<file path="src/rtl/display_mux_driver_pkg.sv">
// Shared definitions for the multiplexed 7-segment display path:
// segment bit order, hex decode table and scan FSM encoding.
package display_mux_driver_pkg;

   typedef enum int {
      SEG_A = 0,
      SEG_B = 1,
      SEG_C = 2,
      SEG_D = 3,
      SEG_E = 4,
      SEG_F = 5,
      SEG_G = 6
   } seg_bit_e;

   localparam int SEG_W = int'(SEG_G) + 1;

   // Active-high patterns, {g,f,e,d,c,b,a}; entry 15 leftmost.
   localparam logic [15:0][SEG_W-1:0] SEG_TABLE = {
      7'h71, 7'h79, 7'h5E, 7'h39, 7'h7C, 7'h77, 7'h6F, 7'h7F,
      7'h07, 7'h7D, 7'h6D, 7'h66, 7'h4F, 7'h5B, 7'h06, 7'h3F
   };

   typedef enum logic {
      ST_GUARD = 1'b0,
      ST_ON    = 1'b1
   } scan_state_e;

   function automatic logic [SEG_W-1:0] hex_to_seg(input logic [3:0] hex);
      return SEG_TABLE[hex];
   endfunction

endpackage

</file>
<file path="src/rtl/display_mux_driver_seg7_decoder.sv">
// Combinational hex -> active-high 7-segment lookup, shared by display blocks.
module seg7_decoder
   import display_mux_driver_pkg::*;
(
   input  logic [3:0]       hex_i,
   output logic [SEG_W-1:0] seg_o
);

   assign seg_o = hex_to_seg(hex_i);

endmodule

</file>
<file path="src/rtl/display_mux_driver.sv">
// Time-multiplexed common-anode 7-segment driver with per-slot guard interval,
// frame-aligned data updates, per-digit blinking and leading-zero blanking.
module display_mux_driver
   import display_mux_driver_pkg::*;
#(
   parameter int DIGITS_NUM         = 4,
   parameter int SCAN_PRESC_MODULO  = 1000,
   parameter int GUARD_TICKS        = 2,
   parameter int BLINK_FRAMES       = 64,
   parameter int LEADING_ZERO_BLANK = 0,
   parameter int SEG_ACTIVE_LOW     = 1,
   parameter int AN_ACTIVE_LOW      = 1
) (
   input  logic                      CLK,
   input  logic                      CLR_N,
   input  logic                      CE,
   input  logic                      LOAD,
   input  logic [4*DIGITS_NUM-1:0]   BCD_IN,
   input  logic [DIGITS_NUM-1:0]     DP_IN,
   input  logic [DIGITS_NUM-1:0]     BLINK_MASK,
   input  logic                      BLINK_EN,
   output logic [SEG_W-1:0]          SEG,
   output logic                      DP,
   output logic [DIGITS_NUM-1:0]     AN,
   output logic                      FRAME_END
);

   localparam int PW = $clog2(SCAN_PRESC_MODULO);
   localparam int SW = $clog2(DIGITS_NUM);
   localparam int BW = $clog2(BLINK_FRAMES + 1);

   localparam logic [PW-1:0] PRESC_MAX = PW'(SCAN_PRESC_MODULO - 1);
   localparam logic [PW-1:0] GUARD_END = PW'(GUARD_TICKS - 1);
   localparam logic [SW-1:0] SLOT_MAX  = SW'(DIGITS_NUM - 1);
   localparam logic [BW-1:0] BLINK_MAX = BW'(BLINK_FRAMES - 1);

   localparam logic [DIGITS_NUM-1:0] AN_OFF  = {DIGITS_NUM{AN_ACTIVE_LOW != 0}};
   localparam logic [SEG_W-1:0]      SEG_OFF = {SEG_W{SEG_ACTIVE_LOW != 0}};
   localparam logic                  DP_OFF  = (SEG_ACTIVE_LOW != 0);

   logic [PW-1:0]             presc_q;
   logic [SW-1:0]             slot_q;
   scan_state_e               state_q;
   logic [BW-1:0]             blink_cnt_q;
   logic                      blink_phase_q;

   logic [4*DIGITS_NUM-1:0]   pend_bcd_q, pend_bcd_d, act_bcd_q;
   logic [DIGITS_NUM-1:0]     pend_dp_q, pend_dp_d, act_dp_q;
   logic [DIGITS_NUM-1:0]     pend_mask_q, pend_mask_d, act_mask_q;

   logic [DIGITS_NUM-1:0]     an_q;
   logic [SEG_W-1:0]          seg_q;
   logic                      dp_q;
   logic                      frame_end_q;

   logic                      presc_last, slot_last, frame_tick;
   logic [3:0]                cur_hex;
   logic [SEG_W-1:0]          cur_seg;
   logic                      cur_dp, cur_mask, suppress;
   logic [DIGITS_NUM-1:0]     lz_blank;
   logic                      all_zero;
   logic [DIGITS_NUM-1:0]     an_sel;

   assign presc_last = (presc_q == PRESC_MAX);
   assign slot_last  = (slot_q == SLOT_MAX);
   assign frame_tick = CE & presc_last & slot_last;

   // A LOAD coinciding with the frame-end tick is forwarded straight to the
   // active register through these next-state values.
   always_comb begin
      pend_bcd_d  = pend_bcd_q;
      pend_dp_d   = pend_dp_q;
      pend_mask_d = pend_mask_q;
      if (LOAD) begin
         pend_bcd_d  = BCD_IN;
         pend_dp_d   = DP_IN;
         pend_mask_d = BLINK_MASK;
      end
   end

   // NOTE: blocking assignments in always_comb; all_zero accumulates from the
   // most-significant digit downwards within a single evaluation.
   always_comb begin
      lz_blank = '0;
      all_zero = 1'b1;
      for (int i = DIGITS_NUM - 1; i >= 1; i--) begin
         all_zero    = all_zero & (act_bcd_q[4*i +: 4] == 4'h0);
         lz_blank[i] = all_zero & (LEADING_ZERO_BLANK != 0);
      end
   end

   assign cur_hex  = act_bcd_q[4*slot_q +: 4];
   assign cur_dp   = act_dp_q[slot_q];
   assign cur_mask = act_mask_q[slot_q];
   assign suppress = lz_blank[slot_q] | (blink_phase_q & BLINK_EN & cur_mask);
   assign an_sel   = DIGITS_NUM'(1) << slot_q;

   seg7_decoder u_seg7_decoder (
      .hex_i (cur_hex),
      .seg_o (cur_seg)
   );

   // NOTE: the small data registers are reset along with the counters so a
   // reset always restarts with a blank (all-zero) frame.
   always_ff @(posedge CLK or negedge CLR_N) begin
      if (!CLR_N) begin
         presc_q       <= '0;
         slot_q        <= '0;
         state_q       <= ST_GUARD;
         blink_cnt_q   <= '0;
         blink_phase_q <= 1'b0;
         pend_bcd_q    <= '0;
         pend_dp_q     <= '0;
         pend_mask_q   <= '0;
         act_bcd_q     <= '0;
         act_dp_q      <= '0;
         act_mask_q    <= '0;
         an_q          <= AN_OFF;
         seg_q         <= SEG_OFF;
         dp_q          <= DP_OFF;
         frame_end_q   <= 1'b0;
      end else begin
         // FRAME_END is a pulse; it is not frozen when CE drops.
         frame_end_q <= frame_tick;
         pend_bcd_q  <= pend_bcd_d;
         pend_dp_q   <= pend_dp_d;
         pend_mask_q <= pend_mask_d;

         if (CE) begin
            presc_q <= presc_last ? '0 : presc_q + 1'b1;
            if (presc_last) begin
               slot_q <= slot_last ? '0 : slot_q + 1'b1;
            end

            case (state_q)
               ST_GUARD: if (presc_q == GUARD_END) state_q <= ST_ON;
               ST_ON:    if (presc_last)           state_q <= ST_GUARD;
               default:                            state_q <= ST_GUARD;
            endcase

            if (frame_tick) begin
               act_bcd_q  <= pend_bcd_d;
               act_dp_q   <= pend_dp_d;
               act_mask_q <= pend_mask_d;
               if (blink_cnt_q == BLINK_MAX) begin
                  blink_cnt_q   <= '0;
                  blink_phase_q <= ~blink_phase_q;
               end else begin
                  blink_cnt_q <= blink_cnt_q + 1'b1;
               end
            end

            if (state_q == ST_ON && !suppress) begin
               an_q  <= an_sel ^ AN_OFF;
               seg_q <= cur_seg ^ SEG_OFF;
               dp_q  <= cur_dp ^ DP_OFF;
            end else begin
               an_q  <= AN_OFF;
               seg_q <= SEG_OFF;
               dp_q  <= DP_OFF;
            end
         end
      end
   end

   assign AN        = an_q;
   assign SEG       = seg_q;
   assign DP        = dp_q;
   assign FRAME_END = frame_end_q;

endmodule

</file>
<file path="config.mk">
export PLATFORM = sky130hd
export DESIGN_NAME = display_mux_driver
export DESIGN_NICKNAME = d
export VERILOG_FILES = /design/src/rtl/display_mux_driver_pkg.sv /design/src/rtl/display_mux_driver_seg7_decoder.sv /design/src/rtl/display_mux_driver.sv
export SDC_FILE = /design/constraint.sdc
export NUM_CORES = 1
export LEC_CHECK = 0
export CAP_MARGIN = 25
export CORE_MARGIN = 2
export CORE_UTILIZATION = 47
export CTS_BUF_LIST = sky130_fd_sc_hd__clkbuf_8
export DETAILED_ROUTE_END_ITERATION = 6
export PLACE_DENSITY = 0.71
export SYNTH_ARGS = -nofsm -noshare
export SYNTH_HDL_FRONTEND = slang
export SYNTH_HIERARCHICAL = 1
export SYNTH_SLANG_ARGS = --single-unit
</file>
<file path="constraint.sdc">
create_clock -name CLK -period 2.3 [get_ports CLK]
set_input_delay 0.46 -clock CLK [delete_from_list [all_inputs] [get_ports CLK]]
set_output_delay 0.46 -clock CLK [all_outputs]
set_load 0.005 [all_outputs]
</file>
Word level (Yosys, flattened, before mapping)
Memories as Yosys holds them, arrays and structs flattened.
Cells that the tools add are included.
{"block": "word_totals", "ff_bits": 82, "mem_bits_ro": 112, "elab_cells": 61, "n_memories": 1}
{"block": "op_classes", "n_reduce_logical": 5, "n_lt_le_gt_ge": 2, "n_mux": 19, "bitwise": 10, "n_addsub": 3, "shift": 2, "n_eq_ne": 4}
{"name": "(name not given)", "depth": 16, "width": 7, "rd": 1, "rd_ports_with_merged_regs": 0, "write_ports": 0, "line_no": "display_mux_driver_pkg.sv:29", "source": "return SEG_TABLE[hex];"}
{"cell": "7-bit 2-to-1 mux", "n": 3}
{"cell": "16-bit 2-to-1 mux", "n": 1}
{"cell": "16-bit by 5-bit indexed part select with 4-bit output", "n": 1}
{"cell": "4-bit 2-to-1 mux", "n": 3}
{"cell": "10-bit by 1-bit adder with 10-bit output (second input constant)", "n": 1}
{"cell": "10-bit by 1-bit equality test with 1-bit output (second input constant)", "n": 1}
{"cell": "10-bit equality test (second input constant)", "n": 1}
{"cell": "10-bit 2-to-1 mux", "n": 1}
{"cell": "7-bit by 1-bit adder with 7-bit output (second input constant)", "n": 1}
{"cell": "7-bit by 6-bit equality test with 1-bit output (second input constant)", "n": 1}
{"cell": "7-bit inverter", "n": 1}
{"cell": "1-bit binary-select mux with 2-bit select", "n": 3}
{"cell": "1-bit 2-to-1 mux", "n": 6}
{"cell": "4-bit by 5-bit < comparator with 1-bit output (second input constant)", "n": 1}
{"cell": "1-bit bitwise AND", "n": 4}
{"cell": "4-bit inverter", "n": 1}
{"cell": "2-bit AND reduction", "n": 2}
{"cell": "1-bit by 2-bit left shift with 4-bit output (first input constant)", "n": 1}
{"cell": "2-bit by 3-bit < comparator with 1-bit output (second input constant)", "n": 1}
{"cell": "1-bit inverter", "n": 3}
{"cell": "3-bit AND reduction", "n": 1}
{"cell": "2-bit by 1-bit adder with 2-bit output (second input constant)", "n": 1}
{"cell": "2-bit equality test (second input constant)", "n": 1}
{"cell": "2-bit 2-to-1 mux", "n": 1}
{"cell": "other kinds (4)", "n": 4}

Depth between registers and ports, before layout
{"block": "logic_depth", "depth_word": 7, "mapped_depth": 7, "depth_no_buf": 6}

Modules after synthesis
The synthesis kept the hierarchy.
{"module": "display_mux_driver", "instances": 1, "area_each_um2": 3522.1, "cells_per_inst": 315}
{"module": "seg7_decoder", "instances": 1, "area_each_um2": 290.3, "cells_per_inst": 33}

Worst setup path after synthesis
OpenSTA, ideal clock, no wires.
{"block": "synth_timing", "kind": "reg-to-reg", "startpoint": "register slot_q[0]", "endpoint": "register seg_q[3], in the netlist SEG[3]", "path_stages_with_launch": 8, "required_ps": 2227, "path_buffers": 1, "arrival_ps": 2110, "setup_slack_ps": 117, "cell_sequence": "dfrtp_1 -> buf_2 -> mux4_2 -> inv_1 -> ha_1 -> inv_1 -> mux4_1 -> a21oi_1"}
{"block": "synth_between", "word_cells_on_any_way": 13, "classes_between": "1 x shift; 6 x mux; 3 x bitwise; 2 x reduce/logical; 1 x memory"}
{"element": "start, declared", "line_no": "display_mux_driver.sv:42", "source": "logic [SW-1:0] slot_q;"}
{"element": "start signal, assigned", "line_no": "display_mux_driver.sv:132", "source": "slot_q <= slot_last ? '0 : slot_q + 1'b1;"}
{"element": "16-bit by 5-bit indexed part select with 4-bit output", "line_no": "display_mux_driver.sv:92", "source": "assign cur_hex = act_bcd_q[4*slot_q +: 4];"}
{"element": "net cur_hex[1]", "line_no": "display_mux_driver.sv:57", "source": "logic [3:0] cur_hex;"}
{"element": "memory 16 x 7 bit"}
{"element": "7-bit 2-to-1 mux (implied by the code)", "line_no": "display_mux_driver_pkg.sv:29"}
{"element": "net cur_seg[3]", "line_no": "display_mux_driver.sv:58", "source": "logic [SEG_W-1:0] cur_seg;"}
{"element": "7-bit inverter (no source line)"}
{"element": "7-bit 2-to-1 mux", "line_no": "display_mux_driver.sv:153", "source": "if (state_q == ST_ON && !suppress) begin"}
{"element": "end signal, assigned", "line_no": "display_mux_driver.sv:155", "source": "seg_q <= cur_seg ^ SEG_OFF;"}
{"element": "end, declared", "line_no": "display_mux_driver.sv:52", "source": "logic [SEG_W-1:0] seg_q;"}
The timed path passes the listed nets, and every way through them passes these cells. The select of a mux whose other input is x is not followed.
A chain may end at the register's enable or synchronous reset.

Final worst setup path
Ends and elaborated chain as after synthesis.

==> metrics.md <==
| Metric | Value |
|---|---|
| Hold WS | `roughly 0.053 ns` |
| DIE AREA | `between 0.008 and 0.009 mm²` |
| Synth Area in Adders | `0.0459` |
| HPWL Detailed | `5.12 mm` |
| Worst endpoint required time | `2.58 ns` |
| CP delay by family, top | `multiplexers` |
| Drt first pass iters | `4` |
| Avg Inst Size Synth | `11.0 µm²` |
| Clock Latency Late Sink | `around 0.35 ns` |
| CP max-delay cell | `mux4_2` |
| Vias in the first global route | `approximately 2,700` |
| Main combinational cell family by area after synthesis | `simple AND/OR/NAND/NOR gates` |
| CP endpoint kind | `flip-flop` |
| Initial antenna violation count | `0` |
| Post-synthesis cell count | `348` |
| PD cells | `650 mW/mm²` |
| Max-Cap Viols | `0` |
| Crit path buffers/inverters | `2` |
| Leakage Power | `2.10 nW` |
| Max Fanout on Critical Path | `5` |
| Core Region | `~0.008 mm²` |
| Clock Skew | `0.0144 ns` |
| Vias | `2,609` |
| Seq/Total Area, Yosys | `0.542` |
| Yosys top cell area share | `0.459` |
| Non-filler cells, final | `499` |
| Starting Density | `0.488` |
| Main synth FF type | `dfrtp_1` |
| Final worst slack | `~0.16 ns` |
| Fmax | `0.467 GHz` |
| Via-to-Cell Ratio | `5.23` |
| Rel. slew slack | `0.707` |
| Clk slew on worst S/H paths | `0.08 ns` |
| Synth Area in Simple Gates | `0.175` |
| RSZ-0062 raised after global routing | `no` |
| P&R area growth vs syn | `19.3%` |
| Fin crit share | `0.930` |
| Period minus WS final | `2.14 ns` |
| Maximum VDD drop | `0.000325 V` |
| Util after Layout | `0.583` |
| Fill count | `659` |
| Power, Total | `2.96 mW` |
| Clk buf depth | `2` |
| Worst slew pin tran | `0.440 ns` |
| Antenna-violating nets left | `0` |
| Arrival time worst endpoint | `approximately 2.4 ns` |
| Crit-path max cell delay | `0.58 ns` |
| Crit start category | `flip-flop` |
| Chip Height | `94.1 µm` |
| Synth top area cells | `dfrtp_1 (46%), nand2_1 (8.6%), dfstp_2 (8.3%)` |
| Pre-CTS WS | `0.0923 ns` |
| Remaining DRCs | `0` |
| Share of cells above drive strength 1 | `0.191` |
| EDFF count, synth | `0` |
| Die X-Extent | `about 94 µm` |
| Synth Warn # | `6` |
| Clock sinks | `82` |
| Most Frequent Cell on Critical Path | `inv_1` |
| First-pass GRT wire length | `12.9 mm` |
| Gr usage total | `0.189` |
| Post-synthesis cell type count | `41` |
| Xor/xnor cell area share of the yosys netlist | `0.0226` |
| Mapped Nets | `391` |
| Fin. max-slew vios | `0` |
| Mapped cell area | `0.00381 mm²` |
| Final nets | `about 440` |
| CP Class | `flip-flop to flip-flop` |
| Post-DP Area | `0.00436 mm²` |
| TritonCTS clock tree | `built` |
| Final Wtd Congestion | `approximately 0.8` |
| Setup Viol. Count Final | `0` |
| Std-Cell Rows | `32` |
| Async S/R FF share, synth | `1.00` |
| Root Driver | `clkbuf_8` |
| Postcts setup bufs | `0` |
| Sum Neg Setup Slack | `0 ns` |
| Synth Register Bits | `82` |
| # port buffers | `41` |
| Status | `complete, no violations` |
| CTS H-Tree Depth | `3` |
| Synth Area in Compound Gates | `0.0473` |
| DRT iter0 DRCs | `120` |
| Grt total ovfl | `0` |
| Routed wire length | `7.17 mm` |
| Post-synthesis mux area share | `0.131` |
| Drt wl/cell | `14.4 µm` |
| Inst Count DP | `between 400 and 500` |
| Post-route design area | `0.00455 mm²` |
| Number of I/O pins | `42` |
| # diodes | `0` |
| Critical Path, Cell by Cell | `mux4_2 -> inv_1 -> ha_1 -> inv_1 -> mux4_1 -> a21oi_1` |
| Area leader, netlist | `dfrtp_1` |
| Min-delay worst type | `primary input to async pin` |
| Final hold violation count | `0` |
| TritonCTS Buffers | `9` |
| Largest net degree at the start of global routing | `49` |
[what timing repair did]
item                       in CTS  in global routing
hold buffers                    0                  0
resized for setup               0                  1
setup endpoints to repair       0                  1
hold endpoints to repair        0                  0
[area by class of cell]
cell class,count,area (µm²),area share
Sequential cell,82,2070,0.455
Clock buffer,10,138,0.0303
Multi-Input combinational cell,238,1610,0.353
Inverter,11,41.3,0.00908
Tap cell,102,128,0.0281
Timing Repair Buffer,50,513,0.113
Clock inverter,6,53.8,0.0118
[path summary, 6_finish.rpt]
kind | startpoint | endpoint | slack, ns | cells after the start
worst min-delay path | CLR_N | pend_bcd_q[4] | 0.05 | 1
worst max-delay path | slot_q[0] | SEG[3] | 0.16 | 6
worst min register to register | act_mask_q[0] | act_mask_q[0] | 0.47 | 2
worst max register to register | slot_q[0] | SEG[3] | 0.16 | 6
min in group CLK | act_mask_q[0] | act_mask_q[0] | 0.47 | 2
max in group asynchronous | CLR_N | AN[0] | 1.60 | 2
[state kept, by name (all words and copies together) (netlist names), 7 cells and up]
| name | count |
|---|---|
| SEG | 7 |
| act_bcd_q | 16 |
| presc_q | 10 |
| pend_bcd_q | 16 |
| blink_cnt_q | 7 |
[synthesized netlist by cell type (3+ instances only)]
cell type and n:
nand2_1 87, dfrtp_1 70, mux2_2 27, a21oi_1 20, nor2_1 19, ha_1 14, dfstp_2 12, inv_1 10
buf_2 9, nor3_1 9, nand3_1 6, o21ai_0 6, clkbuf_1 5, mux4_2 5, mux2i_1 4, nand2b_1 4
nand4_1 4, xnor2_1 4, xor2_1 4, and3_1 3, buf_6 3
[where the power goes]
group	switching (mW)	total [mW]	leakage [nW]	internal (mW)
clock	0.505	1.02	0.111	0.519
sequential	0.0922	1.63	1.02	1.54
combinational	0.137	0.299	0.965	0.162
[layout by cell type, fill, tap and decap left out, drive strengths merged, types with 9 or more instances in the layout]
cell type      Yosys  final
nand2             87     87
dfrtp             70     70
clkdlybuf4s50      0     40
mux2              28     28
a21oi             20     20
nor2              19     19
inv               11     15
ha                14     14
dfstp             12     12
clkbuf             5     10
buf               12     10
nor3               9      9
[cells by family (layout without fill, tap and decap cells)]
group | after synthesis | in the layout
AOI/OAI and AO/OA | 32 | 32
buffers and inverters | 28 | 77
xor gates and xnor gates | 9 | 9
and+or+nand+nor | 145 | 145
muxes | 38 | 38
adders and majority gates | 14 | 14
DFF | 82 | 82
[routing by layer]
metal	routed length [µm]	global-route usage	up-vias
met4	113	0.0725	0
met3	304	0.0449	11
met2	3300	0.284	59
li1	-	-	1256
met1	3450	0.268	1283
met5	0	0	-
Note: power is estimated with default switching activity, not from simulation.
==> RTL edit (config.mk and constraints unchanged) <==
The parameter `SCAN_PRESC_MODULO` goes from 1000 to 2000.
--- a/src/rtl/display_mux_driver.sv
+++ b/src/rtl/display_mux_driver.sv
@@ -4,7 +4,7 @@
    import display_mux_driver_pkg::*;
 #(
    parameter int DIGITS_NUM         = 4,
-   parameter int SCAN_PRESC_MODULO  = 1000,
+   parameter int SCAN_PRESC_MODULO  = 2000,
    parameter int GUARD_TICKS        = 2,
    parameter int BLINK_FRAMES       = 64,
    parameter int LEADING_ZERO_BLANK = 0,
Formal check against the unedited RTL: same outputs for any inputs over 10 cycles, from zero or initial values; that may be too few to reach the edited logic, so the function may still have changed.
==> RTL edit against the unedited design <==
- worst setup slack worse by 0.0011 ns
- wire length down 5.0%
- final area is 1.6% higher
- sequential share of layout area is 0.18 points lower
- combinational power rose by 58%
- total power increased by 8.1%
- critical endpoint unchanged
- synthesized area rose by 0.75%
- core utilization rose by 0.95 points
- sequential cell count rose by 1
- clock skew fell by 0.0022 ns
==> RTL edit: results (changes against the unedited design) <==
stage,metric,value,unit,change
outcome,status,"finished, final reports clean",,unchanged
layout,share of cells above drive strength 1,26.01,%,was 19.14%
timing,clock skew,0.01225,ns,was 0.01444 ns
layout,# fillers,644,,was 659
critical_path,Worst path slowest cell,mux4_2,,unchanged
global_routing,largest net degree at the start of global routing,45,,was 49
placed_design,Final Wtd Congestion,0.8074,,was 0.7985
global_routing,first-pass GRT wire length,12030,um,was 12900 um
detailed_routing,Initial DRT Pass Iterations,4,,unchanged
placed_design,pre-CTS setup slack,0.06325,ns,was 0.09234 ns
synth,sequential area share after synthesis,54.46,%,was 54.22%
power,maximum VDD drop,0.0003456,V,was 0.0003254 V
power,Net Sw Frac,26.85,%,was 24.83%
clock_network,CTS H-Tree Depth,3,,unchanged
global_routing,initial antenna violation count,0,,unchanged
detailed_routing,wire per inst,14.34,um,was 14.37 um
layout,Nets,411,,was 435
detailed_routing,Initial DRC Count,79,,was 120
synth,largest cells by area after synthesis,"dfrtp_1, mux2_2, dfstp_2, ha_1, nor2_1",,"was dfrtp_1, nand2_1, dfstp_2, mux2_2, ha_1"
synth,Post-Syn Nets,363,,was 391
global_routing,GRT Total Usage,17.63,%,was 18.93%
global_routing,vias in the first global route,2529,,was 2664
power,Pleak,0.001982,uW,was 0.002095 uW
placed_design,HPWL Detailed,4887,um,was 5116 um
timing,slew of the pin with the lowest slew margin,0.5563,ns,was 0.4398 ns
synth,Yosys cell types,45,,was 41
layout,Regs by FF count,"act_bcd_q x16, pend_bcd_q x16, presc_q x11",,"was act_bcd_q x16, pend_bcd_q x16, presc_q x10"
clock_network,clock-pin slew of the registers on the worst-case setup and hold paths,0.08,ns,about the same
detailed_routing,via/cell ratio,5.234,,was 5.228
==> RTL edit: kinds of logic (layout without fill, tap and decap cells) <==
family / count (synthesis) / in the layout / synth area share (%)
xor+xnor: 10 / 10 / 2.280
compound gates: 35 / 35 / 5.212
flops: 83 / 83 / 54.46
simple gates: 94 / 94 / 12.41
mux: 54 / 54 / 17.62
buf+inv: 30 / 83 / 3.453
fa+ha+maj: 14 / 14 / 4.560
==> RTL edit: layout make-up <==
class,instances,area [um^2],area share [%]
clock buffer,11,151.4,3.276
clock inverter,5,37.54,0.8121
inverter,15,56.30,1.218
multi-input combinational,207,1628,35.22
sequential,83,2093,45.29
tap,102,127.6,2.761
timing repair buffer,52,528.0,11.42
==> RTL edit: metrics by stage <==
step,instances,instance area [um^2],hold slack [ns]
detailed placement,459,4429,0.4587
floorplan,320,3841,0.1644
finish,475,4622,0.09851
global placement,459,4429,0.4587
global route,475,4622,0.1187
CTS,475,4618,0.09759
==> RTL edit: power by group through the flow <==
stage               clock, uW  combinational (uW)  sequential (uW)
global route             1070                 529             1780
CTS                      1010                 482             1750
floorplan                   0                 251             1750
detailed placement          0                 485             1780
global placement            0                 470             1770
finish                    969                 473             1750
==> RTL edit: routing by layer <==
| metal | GRT usage, % | vias up | wire length [um] |
|---|---|---|---|
| met3 | 4.150 | 7 | 249 |
| met2 | 26.67 | 40 | 3061 |
| li1 | - | 1207 | - |
| met5 | 0 | - | 0 |
| met1 | 24.84 | 1232 | 3385 |
| met4 | 6.884 | 0 | 116 |
==> RTL edit: repair_timing <==
action	in CTS	in global routing
gates resized for setup	0	2
setup endpoints to repair	0	1
hold endpoints to repair	0	0
